`src/rtl/bus_err_collector.sv`:
```
// Merges per-unit bus error FIFOs into one valid/ready error stream: round-robin pick, 1-cycle capture latency,
// held stable under backpressure (no further arbitration pops until accepted); masked units are drained and counted.
module bus_err_collector #(
  parameter int NumUnits      = 4,
  parameter int AddrWidth     = 48,
  parameter int MetaDataWidth = 1,
  parameter int ErrBits       = 3,
  parameter int CntWidth      = 16,
  localparam int SrcWidth     = (NumUnits > 1) ? $clog2(NumUnits) : 1
) (
  input  logic                              clk_i,
  input  logic                              rst_ni,
  input  logic [NumUnits-1:0]               unit_err_valid_i,
  input  logic [NumUnits*ErrBits-1:0]       unit_err_code_i,
  input  logic [NumUnits*AddrWidth-1:0]     unit_err_addr_i,
  input  logic [NumUnits*MetaDataWidth-1:0] unit_err_meta_i,
  input  logic [NumUnits-1:0]               unit_overflow_i,
  output logic [NumUnits-1:0]               unit_pop_o,
  input  logic [NumUnits-1:0]               unit_mask_i,
  output logic                              err_valid_o,
  input  logic                              err_ready_i,
  output logic [ErrBits-1:0]                err_code_o,
  output logic [AddrWidth-1:0]              err_addr_o,
  output logic [MetaDataWidth-1:0]          err_meta_o,
  output logic [SrcWidth-1:0]               err_src_o,
  output logic [NumUnits-1:0]               overflow_o,
  input  logic [NumUnits-1:0]               overflow_clr_i,
  output logic [CntWidth-1:0]               drop_cnt_o,
  input  logic                              drop_cnt_clr_i,
  output logic                              irq_o
);

  localparam int SumW = CntWidth + SrcWidth + 1;

  typedef enum logic {IDLE, HOLD} state_e;

  typedef struct packed {
    logic [ErrBits-1:0]       code;
    logic [AddrWidth-1:0]     addr;
    logic [MetaDataWidth-1:0] meta;
    logic [SrcWidth-1:0]      src;
  } entry_t;

  state_e                state_q, state_d;
  entry_t                entry_q, entry_d;
  logic [SrcWidth-1:0]   rr_q, rr_d;
  logic [NumUnits-1:0]   cand, drain, grant;
  logic [NumUnits-1:0]   ovf_q, ovf_d;
  logic [CntWidth-1:0]   cnt_q, cnt_d;
  logic                  irq_q, irq_d;
  logic                  found;
  logic [SrcWidth-1:0]   sel;
  logic [2*NumUnits-1:0] rot;
  logic [SrcWidth:0]     inc;
  logic [SumW-1:0]       sum;

  assign cand  = unit_err_valid_i & ~unit_mask_i;
  assign drain = unit_err_valid_i & unit_mask_i;

  // Rotate candidates so bit 0 is the rr pointer, then take the first set bit.
  always_comb begin
    int pos;
    found = 1'b0;
    sel   = '0;
    pos   = 0;
    rot   = {cand, cand} >> rr_q;
    for (int k = 0; k < NumUnits; k++) begin
      if (!found && rot[k]) begin
        found = 1'b1;
        pos   = int'(rr_q) + k;
        if (pos >= NumUnits) pos = pos - NumUnits;
        sel   = SrcWidth'(pos);
      end
    end
  end

  always_comb begin
    int nxt;
    state_d = state_q;
    entry_d = entry_q;
    rr_d    = rr_q;
    grant   = '0;
    nxt     = 0;
    case (state_q)
      IDLE: begin
        if (found) begin
          grant[sel]   = 1'b1;
          state_d      = HOLD;
          entry_d.code = unit_err_code_i[int'(sel)*ErrBits +: ErrBits];
          entry_d.addr = unit_err_addr_i[int'(sel)*AddrWidth +: AddrWidth];
          entry_d.meta = unit_err_meta_i[int'(sel)*MetaDataWidth +: MetaDataWidth];
          entry_d.src  = sel;
        end
      end
      HOLD: begin
        if (err_ready_i) begin
          state_d = IDLE;
          nxt     = int'(entry_q.src) + 1;
          if (nxt >= NumUnits) nxt = 0;
          rr_d    = SrcWidth'(nxt);
        end
      end
      default: state_d = IDLE;
    endcase
  end

  always_comb begin
    inc = '0;
    for (int i = 0; i < NumUnits; i++) begin
      inc = inc + (SrcWidth+1)'(drain[i]);
    end
    sum = SumW'(cnt_q) + SumW'(inc);
    if (drop_cnt_clr_i) begin
      cnt_d = '0;
    end else if (|sum[SumW-1:CntWidth]) begin
      cnt_d = '1;
    end else begin
      cnt_d = sum[CntWidth-1:0];
    end
    ovf_d = (ovf_q & ~overflow_clr_i) | unit_overflow_i;
    irq_d = (state_d == HOLD) | (|ovf_d);
  end

  always_ff @(posedge clk_i or negedge rst_ni) begin
    if (!rst_ni) begin
      state_q <= IDLE;
      entry_q <= '0;
      rr_q    <= '0;
      ovf_q   <= '0;
      cnt_q   <= '0;
      irq_q   <= 1'b0;
    end else begin
      state_q <= state_d;
      entry_q <= entry_d;
      rr_q    <= rr_d;
      ovf_q   <= ovf_d;
      cnt_q   <= cnt_d;
      irq_q   <= irq_d;
    end
  end

  // Pops are blocked in reset: a popped entry could not be captured and would be lost.
  assign unit_pop_o  = rst_ni ? (drain | grant) : '0;
  assign err_valid_o = (state_q == HOLD);
  assign err_code_o  = entry_q.code;
  assign err_addr_o  = entry_q.addr;
  assign err_meta_o  = entry_q.meta;
  assign err_src_o   = entry_q.src;
  assign overflow_o  = ovf_q;
  assign drop_cnt_o  = cnt_q;
  assign irq_o       = irq_q;

endmodule
```
`config.mk`:
```
export PLATFORM = sky130hd
export DESIGN_NAME = bus_err_collector
export DESIGN_NICKNAME = d
export VERILOG_FILES = /design/src/rtl/bus_err_collector.sv
export SDC_FILE = /design/constraint.sdc
export NUM_CORES = 1
export LEC_CHECK = 0
export BUFFER_PORTS_ARGS = -buffer_cell sky130_fd_sc_hd__buf_2
export CORE_AREA = 2 2 120 122
export CTS_CLUSTER_DIAMETER = 150
export DETAILED_ROUTE_END_ITERATION = 8
export DIE_AREA = 0 0 122 124
export PLACE_DENSITY = 0.66
export SYNTH_ARGS = -nofsm -noshare
export SYNTH_HDL_FRONTEND = slang
export SYNTH_SLANG_ARGS = --single-unit
```
`constraint.sdc`:
```
create_clock -name clk_i -period 3.05 [get_ports clk_i]
set_input_delay 0.61 -clock clk_i [delete_from_list [all_inputs] [get_ports clk_i]]
set_output_delay 0.61 -clock clk_i [all_outputs]
set_load 0.005 [all_outputs]
```
# Word level (Yosys, flattened, before mapping)
# Cells that the tools add are included.
# op_classes
muxes,23
n_mul,2
reduce_logical,11
magnitude_cmp,7
n_addsub,12
shift,4
bitwise_logic,9
# ops
op,count
variable part select 192 x 9 -> 48 bit,1
two-way mux 16 bit,2
two-way mux 2 bit,9
adder 16 x 3 -> 17 bit,1
AND 4 bit,3
>= comparator 3 bit (second input constant),4
two-way mux 4 bit,3
variable part select 12 x 5 -> 3 bit,1
multiplier 2 x 2 -> 4 bit (second input constant),2
NOT 4 bit,2
bitwise OR 4 bit,2
right shift 8 x 2 -> 4 bit,1
subtractor 2 x 1 -> 2 bit (second input constant),4
two-way mux 1 bit,7
adder 2 x 1 -> 3 bit (second input constant),2
adder 2 x 2 -> 3 bit (second input constant),2
logical AND 1 bit,4
AND reduction 2 bit,2
OR reduction 4 bit,1
variable part select 4 x 3 -> 1 bit,1
adder 2 x 1 -> 3 bit,1
adder 3 x 1 -> 3 bit,1
>= comparator 2 x 3 -> 1 bit (second input constant),1
zero test 1 bit,3
8 further kinds,8
# word_totals
output_inout_bits,80
register_bits,78
wordCells,77
input_bits,228

# Depth between registers and ports, before layout
# Gate-level depths: netlist of run 1.
# logic_depth
depth_word,21
mapped_depth,10
depth_no_buf,10

# Least setup slack after synthesis of run 1
# OpenSTA, ideal clock, no wires.
# synth_path
path_kind,input port to flip-flop
from,input port unit_err_valid_i[0]
to,register cnt_q[10] (netlist: drop_cnt_o[10])
path_buffers,1
setup_ns,0.078
path_stages,9
t_arrival_ns,2.787
t_required_ns,2.972
slack_ns,0.185
cell_sequence,nand2_1 > fa_1 > fa_1 > inv_1 > fa_1 > nand3_1 > or3_1 > clkbuf_1 > a21oi_1
# synth_via
elab_chain_cells,8
# synth_lines
item,line,text
from (decl),13,"input logic [NumUnits-1:0] unit_err_valid_i,"
AND 4 bit *,58,assign drain = unit_err_valid_i & unit_mask_i;
adder 1 x 1 -> 2 bit *,110,inc = inc + (SrcWidth+1)'(drain[i]);
adder 2 x 1 -> 3 bit *,110,
adder 3 x 1 -> 3 bit *,110,
adder 16 x 3 -> 17 bit *,112,sum = SumW'(cnt_q) + SumW'(inc);
OR reduction 3 bit,115,end else if (|sum[SumW-1:CntWidth]) begin
two-way mux 16 bit *,115,
two-way mux 16 bit *,113,if (drop_cnt_clr_i) begin
net cnt_d[10],49,"logic [CntWidth-1:0] cnt_q, cnt_d;"
to (signal assigned),137,cnt_q <= cnt_d;
to (decl),49,
# The timed path passes the listed nets; every way through them passes the cells marked *.
# A chain may end at the register's enable or synchronous reset.

# Worst setup path in the final report of run 1
# layout_path
from,input port unit_mask_i[0]
to,register cnt_q[10] (netlist: drop_cnt_o[10])
# layout_via
elab_chain_cells,8
# layout_lines
item,line,text
from (decl),19,"input logic [NumUnits-1:0] unit_mask_i,"
AND 4 bit *,58,
adder 1 x 1 -> 2 bit *,110,
adder 2 x 1 -> 3 bit *,110,
adder 3 x 1 -> 3 bit *,110,
adder 16 x 3 -> 17 bit *,112,
OR reduction 3 bit,115,
two-way mux 16 bit *,115,
two-way mux 16 bit *,113,
net cnt_d[10],49,
# Marked as above.

==> impl_metrics.tcl, run 1 <==
set metrics [dict create \
    status "finished, final reports clean" \
    slew_violations 0 \
    crit_fanout 3 \
    yosys_warnings 0 \
    worstPathRequired_ns 3.25 \
    yosysTopAreaCellShare_pct 42.4 \
    vias 4604 \
    worst_pin_slew_ns 0.603 \
    end_kind "register" \
    synthCells 440 \
    syn2layout_area_growth_pct 45.1 \
    grt_overflow 0 \
    boundaryPins 308 \
    crit_path_cell_trace "buf_2, nand2_1, fa_1, fa_1, inv_1, fa_1, nand3_1, nor3_1, buf_4, and3_1, xnor2_1, a21oi_1" \
    cts_tree "built" \
    htree_levels 3 \
    cts_hold_buf 0 \
    finalPower_w 0.00415 \
    cts_setup_buffers 0 \
    dr.first_iter.drc_count 159 \
    hold_class "in -> async" \
    placementRows 43 \
    finClkSkew_ns 0.00550 \
    drt_pass1_iterations 6 \
    path_class "in -> reg" \
    core_area_sq_mm 0.0137 \
    grt_start_max_net_pins 56 \
    crit_arrival_ns 2.87 \
    cts-root-buf "clkbuf_16" \
    slowest_delay_ns 0.49 \
    syn-num-nets 673 \
    path_clk_slew_ns 0.06 \
    viasPerCell 4.96 \
    max_freq_mhz 375 \
    grt_pass1_vias 4396 \
    fin_crit_sh_pct 87.5 \
    nNetsFinal 977 \
    instances_no_fill 929 \
    port_buffers 307 \
    period_needed_ns 2.67 \
    crit_top_cell "fa_1" \
    maxCapViolations 0 \
    syn-mean-instance-area_sq_um 10.5 \
    drcViolationCount 0 \
    worstSetupStartpointType "primary input" \
    die_w_microns 122 \
    final_hold_viol_count 0 \
    drive_gt1_share_pct 46.5 \
    p_leak_nw 3.79 \
    cts_max_path_buffers 2 \
    setup_viol_count_final 0 \
    drtAntennaViolNets 0 \
    gp_congestion 0.845 \
    relSlewSlack_pct 59.8 \
    place_ws_ns 0.0293 \
    wl_per_cell_microns 15.5 \
    place_inst 913 \
    numCtsBuffers 9 \
    die_y_microns 124 \
    groute.usage.overall_pct 18.3 \
    vdd_drop_max_mv 0.224 \
    die_area_sq_mm 0.0151 \
    clk_latency_ns 0.33 \
    synthesis.area_sq_mm 0.00460 \
    synth.top_cells.by_area "dfrtp_1 (42%), mux2i_1 (23%), o221ai_1 (10%)" \
    synth_cell_types 43 \
    ys_seq_area_share_pct 42.4 \
    cts_sinks 78 \
    ys_ff_latch 78 \
    whs_ns 0.121 \
    diodes 0 \
    antenna_found_initial 0 \
    fin_setup_tns_ns 0 \
    synth_top_cell_by_area "dfrtp_1" \
    hpwl_microns 11200 \
    grt_pass1_wl_microns 21500 \
    routed_wl_microns 14400 \
    finalWorstSetupSlack_ns 0.383 \
    cts-resized-gates 0 \
    rsz0062_at_grt "no" \
    critPathSlowestCell "fa_1" \
    power.density_mw_per_mm2 622 \
    initial_core_util_pct 33.5 \
]
final timing paths:
| kind | depth (start not counted) | startpoint | slack, ns | end |
|---|---|---|---|---|
| worst min register to register | 2 | err_addr_o[19]$_DFFE_PN0P_ | 0.48 | err_addr_o[19]$_DFFE_PN0P_ |
| worst max-delay path | 12 | unit_mask_i[0] | 0.38 | drop_cnt_o[10]$_DFF_PN0_ |
| worst max register to register | 11 | drop_cnt_o[0]$_DFF_PN0_ | 0.42 | drop_cnt_o[10]$_DFF_PN0_ |
| max in group asynchronous | 2 | rst_ni | 2.13 | err_addr_o[16]$_DFFE_PN0P_ |
| worst min-delay path | 1 | rst_ni | 0.12 | drop_cnt_o[0]$_DFF_PN0_ |
| min in group clk_i | 2 | err_addr_o[19]$_DFFE_PN0P_ | 0.48 | err_addr_o[19]$_DFFE_PN0P_ |
cell usage in the layout, fill, tap and decap left out, types with 2 or more instances in the layout:
cell type,n
xor2_1,3
clkbuf_8,2
nor2b_1,2
xnor2_1,6
o21ai_1,2
o221ai_1,52
clkbuf_16,9
and3_1,4
ha_1,2
o31ai_1,2
nor2_1,6
o21a_1,2
nand2b_1,7
buf_2,306
dfrtp_1,78
inv_1,11
o21ai_0,2
nand3_1,5
buf_4,17
nand2_1,68
nand4_1,3
a21o_1,6
mux2i_1,106
buf_12,2
mux2_2,2
and2_1,4
fa_1,3
a21oi_1,14
clkbuf_1,2
nor3_1,2
worst max-delay path: cells and delay by family:
kind	cells	cell delay (ns)
xor+xnor	1	0.12
buf+inv	3	0.33
compound gates	1	0.08
simple gates	4	0.57
fa+ha+maj	3	1.17
registers in the layout, summed over array words and instances (netlist names):
name and cells:
overflow_o 4, err_code_o 3, irq_o 1, err_valid_o 1, err_src_o 2, drop_cnt_o 16
rr_q 2, err_meta_o 1, err_addr_o 48
synth_stat cells (all sizes together):
library cell	instances
a211o	1
a21bo	1
a21boi	2
a21o	6
a21oi	14
a31oi	1
a41o	1
and2	4
and3	4
and3b	1
buf	15
clkbuf	17
dfrtp	78
fa	3
ha	2
inv	11
mux2	2
mux2i	106
nand2	69
nand2b	7
nand3	6
nand4	3
nor2	6
nor2b	2
nor3	2
nor4	1
o2111ai	1
o211ai	1
o21a	2
o21ai	4
o221ai	53
o31ai	2
or2	1
or3	1
or4b	1
xnor2	6
xor2	3
final cells by class:
class / instances / area, sq um
clock buffers: 13 / 260
fillers: 1313 / 7050
repair buffers: 325 / 1700
inverters: 11 / 41.3
well taps: 180 / 225
multi-input cells: 319 / 2450
clock inverters: 3 / 42.5
flip-flops and latches: 78 / 1950
metrics by stage:
stage,utilization (%),instance area (sq um)
2_1_floorplan,-,4600
3_3_place_gp,46.4,6370
3_5_place_dp,46.4,6370
4_1_cts,48.6,6670
5_1_grt,48.6,6670
6_report,48.6,6670
routing by layer:
| metal | routed length, microns | up-vias | GRT usage (%) |
|---|---|---|---|
| met3 | 1030 | 18 | 3.07 |
| met2 | 7680 | 196 | 34.8 |
| met4 | 269 | 0 | 7.40 |
| li1 | - | 2242 | - |
| met5 | 0 | - | 0 |
| met1 | 5440 | 2148 | 20.3 |
power by group:
group / total (W) / internal, W / switching, W
Clock: 0.00108 / 0.000678 / 0.000406
Combinational: 0.00153 / 0.000772 / 0.000753
Sequential: 0.00154 / 0.00136 / 0.000185
cell families (layout without fill, tap and decap cells):
| logic type | count (synthesis) | count (layout) | share of synthesized area (%) |
|---|---|---|---|
| multiplexers | 108 | 108 | 23.6 |
| AND/OR/NAND/NOR | 108 | 108 | 10.5 |
| AO/OA/AOI/OAI | 89 | 89 | 15.1 |
| flip-flops | 78 | 78 | 42.4 |
| buffers and inverters | 43 | 352 | 4.76 |
| XOR/XNOR | 9 | 9 | 1.71 |
| adder cells (fa/ha/maj) | 5 | 5 | 1.85 |
Power figures use the tool's default switching activity.
==> inputs of run 2 (changes only) <==
--- a/config.mk
+++ b/config.mk
@@ -10,7 +10,7 @@
 export CTS_CLUSTER_DIAMETER = 150
 export DETAILED_ROUTE_END_ITERATION = 8
 export DIE_AREA = 0 0 122 124
-export PLACE_DENSITY = 0.66
+export PLACE_DENSITY = 0.62
 export SYNTH_ARGS = -nofsm -noshare
 export SYNTH_HDL_FRONTEND = slang
 export SYNTH_SLANG_ARGS = --single-unit
==> impl_metrics.tcl, run 2 (synthesis gave the netlist of run 1 again) <==
set metrics [dict create \
    initial_core_util_pct 33.5 \
    htree_levels 3 \
    grt_pass1_wl_microns 21700 \
    setup_viol_count_final 0 \
    combinationalPowerShare_pct 36.5 \
    r2r_end "drop_cnt_o[5]$_DFF_PN0_" \
    diodes 0 \
    place_ws_ns -0.114 \
    clkPwrFrac_pct 25.4 \
    finClkSkew_ns 0.0106 \
    numCtsBuffers 9 \
    slew_violations 0 \
    cts_tree "built" \
    reg2reg_depth 8 \
    maxCapViolations 0 \
    hpwl_microns 11300 \
    worstPathRequired_ns 3.30 \
    dr.first_iter.drc_count 161 \
    path_class "in -> reg" \
    whs_ns 0.0632 \
    vdd_drop_max_mv 0.303 \
    cts-resized-gates 0 \
    cts_sinks 78 \
    power.internal_w 0.00274 \
    final_util_pct 48.3 \
    rr_startpoint "drop_cnt_o[0]$_DFF_PN0_" \
    cts_hold_buf 0 \
    grt_pass1_vias 4544 \
    die_w_microns 122 \
    top_layer "met4" \
    drcViolationCount 0 \
    hold_class "in -> async" \
    instances_no_fill 924 \
    die_y_microns 124 \
    place_inst 908 \
    max_freq_mhz 357 \
    final_hold_viol_count 0 \
    worst_pin_slew_ns 0.581 \
    crit_arrival_ns 3.05 \
    p_sw_w 0.00135 \
    largest_reg_flops 48 \
    p_sw_share_pct 32.9 \
    clk_latency_ns 0.33 \
    path_clk_slew_ns 0.06 \
    grt_start_max_net_pins 65 \
    gp_congestion 0.860 \
    end_kind "register" \
    final_common_cell "buf_2" \
    status "finished, final reports clean" \
    core_area_sq_mm 0.0137 \
    worstSetupStartpointType "primary input" \
    port_buffers 307 \
    antenna_found_initial 0 \
    p_leak_nw 3.76 \
    cts_max_path_buffers 2 \
    drive_gt1_share_pct 46.4 \
    fin_crit_sh_pct 91.8 \
    viasPerCell 4.98 \
    die_area_sq_mm 0.0151 \
    mostFrequentLayoutCells "buf_2 (306), mux2i_1 (106), dfrtp_1 (78), nand2_1 (68), o221ai_1 (52)" \
    r2r_setup_slack_ns 0.29 \
    power.density_mw_per_mm2 617 \
    power_frac_seq_pct 38.0 \
    finalWorstSetupSlack_ns 0.251 \
    boundaryPins 308 \
    relSlewSlack_pct 61.3 \
    nNetsFinal 972 \
    vias 4603 \
    wl_met2_microns 7560 \
    cts_setup_buffers 0 \
    cts-root-buf "clkbuf_16" \
    placementRows 43 \
    drt_pass1_iterations 5 \
    syn2layout_area_growth_pct 44.1 \
    routed_wl_microns 14300 \
    grt_overflow 0 \
    wl_met3_microns 1010 \
    wl_per_cell_microns 15.5 \
    drtAntennaViolNets 0 \
    groute.usage.overall_pct 18.1 \
    period_needed_ns 2.80 \
    fillCellCount 1336 \
    wl_met1_microns 5530 \
    rsz0062_at_grt "no" \
    crit_fanout 13 \
]
==> run 2: layout make-up <==
type	instances	area [sq um]	area share, %
clock buffers	9	225	3.40
well taps	180	225	3.40
multi-input cells	319	2450	37.0
clock inverters	7	65.1	0.982
flip-flops and latches	78	1950	29.5
inverters	11	41.3	0.623
repair buffers	320	1660	25.1
==> run 2: critical path, cell delays in order <==
cell and delay [ns]:
buf_2 0.10, nand2_1 0.09, fa_1 0.51, fa_1 0.45, inv_1 0.08, fa_1 0.21
nand3_1 0.15, or3_1 0.63, a21oi_1 0.22
==> run 2: metal layers <==
metal,vias up,global-route usage (%)
met2,199,34.3
met4,0,5.10
met3,13,3.39
li1,2232,-
met1,2159,20.9
met5,-,0
==> run 2: worst max path at each step <==
stage / to / start / slack, ns / depth (start not counted)
final: drop_cnt_o[5]$_DFF_PN0_ / unit_err_valid_i[0] / 0.25 / 9
after global routing: drop_cnt_o[0]$_DFF_PN0_ / unit_err_valid_i[0] / 0.08 / 9
after CTS: drop_cnt_o[0]$_DFF_PN0_ / unit_err_valid_i[0] / 0.25 / 9
after detailed placement: drop_cnt_o[3]$_DFF_PN0_ / unit_err_valid_i[0] / -0.11 / 9
after global placement: drop_cnt_o[0]$_DFF_PN0_ / unit_err_valid_i[0] / -0.02 / 9
after floorplan: drop_cnt_o[10]$_DFF_PN0_ / unit_err_valid_i[0] / 0.18 / 9
==> run 2: power by group through the flow <==
stage	logic, W	clock network [W]	registers (W)
3_5_place_dp	0.00153	0	0.00156
4_1_cts	0.00153	0.00107	0.00156
2_1_floorplan	0.000822	0	0.00158
6_report	0.00149	0.00104	0.00156
3_3_place_gp	0.00149	0	0.00156
5_1_grt	0.00166	0.00113	0.00160
==> run 2: stage by stage <==
| step | area, sq um | TNS [ns] | total power (W) |
|---|---|---|---|
| after CTS | 6620 | 0 | 0.00416 |
| after floorplan | 4600 | 0 | 0.00240 |
| final | 6620 | 0 | 0.00409 |
| after global routing | 6620 | 0 | 0.00439 |
| after global placement | 6330 | -0.0340 | 0.00305 |
| after detailed placement | 6330 | -1.17 | 0.00309 |
==> inputs of run 3 (changes only) <==
--- a/config.mk
+++ b/config.mk
@@ -6,11 +6,11 @@
 export NUM_CORES = 1
 export LEC_CHECK = 0
 export BUFFER_PORTS_ARGS = -buffer_cell sky130_fd_sc_hd__buf_2
-export CORE_AREA = 2 2 120 122
+export CORE_AREA = 2 2 121 123
 export CTS_CLUSTER_DIAMETER = 150
 export DETAILED_ROUTE_END_ITERATION = 8
-export DIE_AREA = 0 0 122 124
-export PLACE_DENSITY = 0.62
+export DIE_AREA = 0 0 123 125
+export PLACE_DENSITY = 0.65
 export SYNTH_ARGS = -nofsm -noshare
 export SYNTH_HDL_FRONTEND = slang
 export SYNTH_SLANG_ARGS = --single-unit
==> impl_metrics.tcl, run 3 (synthesis gave the netlist of run 1 again) <==
set metrics [dict create \
    grt_start_max_net_pins 56 \
    rr_startpoint "drop_cnt_o[0]$_DFF_PN0_" \
    instances_no_fill 931 \
    crit_arrival_ns 2.93 \
    largest_reg_flops 48 \
    cts_setup_buffers 0 \
    hold_class "in -> async" \
    p_sw_share_pct 32.2 \
    clk_latency_ns 0.33 \
    groute.usage.overall_pct 17.8 \
    routed_wl_microns 14000 \
    whs_ns 0.196 \
    die_area_sq_mm 0.0154 \
    clkPwrFrac_pct 26.3 \
    path_class "in -> reg" \
    grt_pass1_vias 4433 \
    drive_gt1_share_pct 46.6 \
    syn2layout_area_growth_pct 45.2 \
    die_w_microns 123 \
    relSlewSlack_pct 54.4 \
    worstSetupStartpointType "primary input" \
    cts_hold_buf 0 \
    numCtsBuffers 9 \
    status "finished, final reports clean" \
    dr.first_iter.drc_count 191 \
    end_kind "register" \
    antenna_found_initial 0 \
    power.internal_w 0.00282 \
    cts_tree "built" \
    p_leak_nw 3.78 \
    period_needed_ns 2.68 \
    reg2reg_depth 9 \
    final_common_cell "buf_2" \
    htree_levels 3 \
    initial_core_util_pct 32.4 \
    startpoint "unit_err_valid_i[0]" \
    max_freq_mhz 373 \
    worstPathRequired_ns 3.30 \
    place_inst 916 \
    p_sw_w 0.00134 \
    placementRows 44 \
    boundaryPins 308 \
    mostFrequentLayoutCells "buf_2 (306), mux2i_1 (106), dfrtp_1 (78), nand2_1 (68), o221ai_1 (52)" \
    cts-root-buf "clkbuf_16" \
    grt_overflow 0 \
    setup_viol_count_final 0 \
    grt_pass1_wl_microns 21600 \
    viasPerCell 4.91 \
    finClkSkew_ns 0.00602 \
    fin_crit_sh_pct 87.9 \
    drcViolationCount 0 \
    port_buffers 307 \
    final_hold_viol_count 0 \
    core_area_sq_mm 0.0142 \
    maxCapViolations 0 \
    drt_pass1_iterations 4 \
    r2r_end "drop_cnt_o[7]$_DFF_PN0_" \
    crit_fanout 8 \
    vias 4575 \
    power_frac_seq_pct 37.3 \
    wl_per_cell_microns 15.1 \
    cts_max_path_buffers 2 \
    nNetsFinal 976 \
    drtAntennaViolNets 0 \
    fin_setup_tns_ns 0 \
    cts-resized-gates 0 \
    vdd_drop_max_mv 0.252 \
    diodes 0 \
    worst_pin_slew_ns 0.683 \
    gp_congestion 0.867 \
    path_clk_slew_ns 0.06 \
    slew_violations 0 \
    cts_sinks 78 \
    r2r_setup_slack_ns 0.40 \
    combinationalPowerShare_pct 36.4 \
    die_y_microns 125 \
    rsz0062_at_grt "no" \
    power.density_mw_per_mm2 623 \
    hpwl_microns 11000 \
]
-- run 3: layout make-up --
type / instances / area [sq um]
Fill cell: 1433 / 7530
Multi-Input combinational cell: 319 / 2450
Tap cell: 184 / 230
Timing Repair Buffer: 324 / 1690
Inverter: 11 / 41.3
Clock inverter: 3 / 42.5
Clock buffer: 12 / 267
Sequential cell: 78 / 1950
-- run 3: layer usage --
layer	GRT usage (%)	share of wire (%)	up-vias
met3	2.55	7.1	19
met2	32.9	52	185
li1	-	-	2241
met1	20.5	39	2130
met4	6.35	1.9	0
met5	0	0	-
-- run 3: worst max-delay path by stage --
stage / end / slack (ns) / cells past startpoint
floorplan: drop_cnt_o[10]$_DFF_PN0_ / 0.18 / 9
global placement: drop_cnt_o[10]$_DFF_PN0_ / 0.05 / 11
detailed placement: drop_cnt_o[12]$_DFF_PN0_ / 0.003 / 11
CTS: drop_cnt_o[3]$_DFF_PN0_ / 0.36 / 10
global route: drop_cnt_o[12]$_DFF_PN0_ / 0.12 / 11
finish: drop_cnt_o[7]$_DFF_PN0_ / 0.37 / 10
-- run 3: worst max-delay path: stages --
cell and delay [ns]:
buf_2 0.09, nand2_1 0.08, fa_1 0.50, fa_1 0.46, inv_1 0.08, fa_1 0.23, nand3_1 0.14, or3_1 0.42
buf_4 0.18, a21oi_1 0.13
-- run 3: power groups by stage --
stage	sequential [W]	clock [W]	combinational, W
after floorplan	0.00158	0	0.000822
after global placement	0.00156	0	0.00153
after detailed placement	0.00157	0	0.00154
after CTS	0.00156	0.00113	0.00154
after global routing	0.00160	0.00116	0.00168
final	0.00155	0.00109	0.00151
-- run 3: metrics by stage --
stage	power (W)	setup slack [ns]	instance area, sq um	util, %
final	0.00416	0.368	6680	47.0
after global routing	0.00444	0.118	6680	47.0
after floorplan	0.00240	0.185	4600	-
after CTS	0.00423	0.364	6680	47.0
after detailed placement	0.00311	0.00323	6370	44.8
after global placement	0.00309	0.0472	6370	44.8
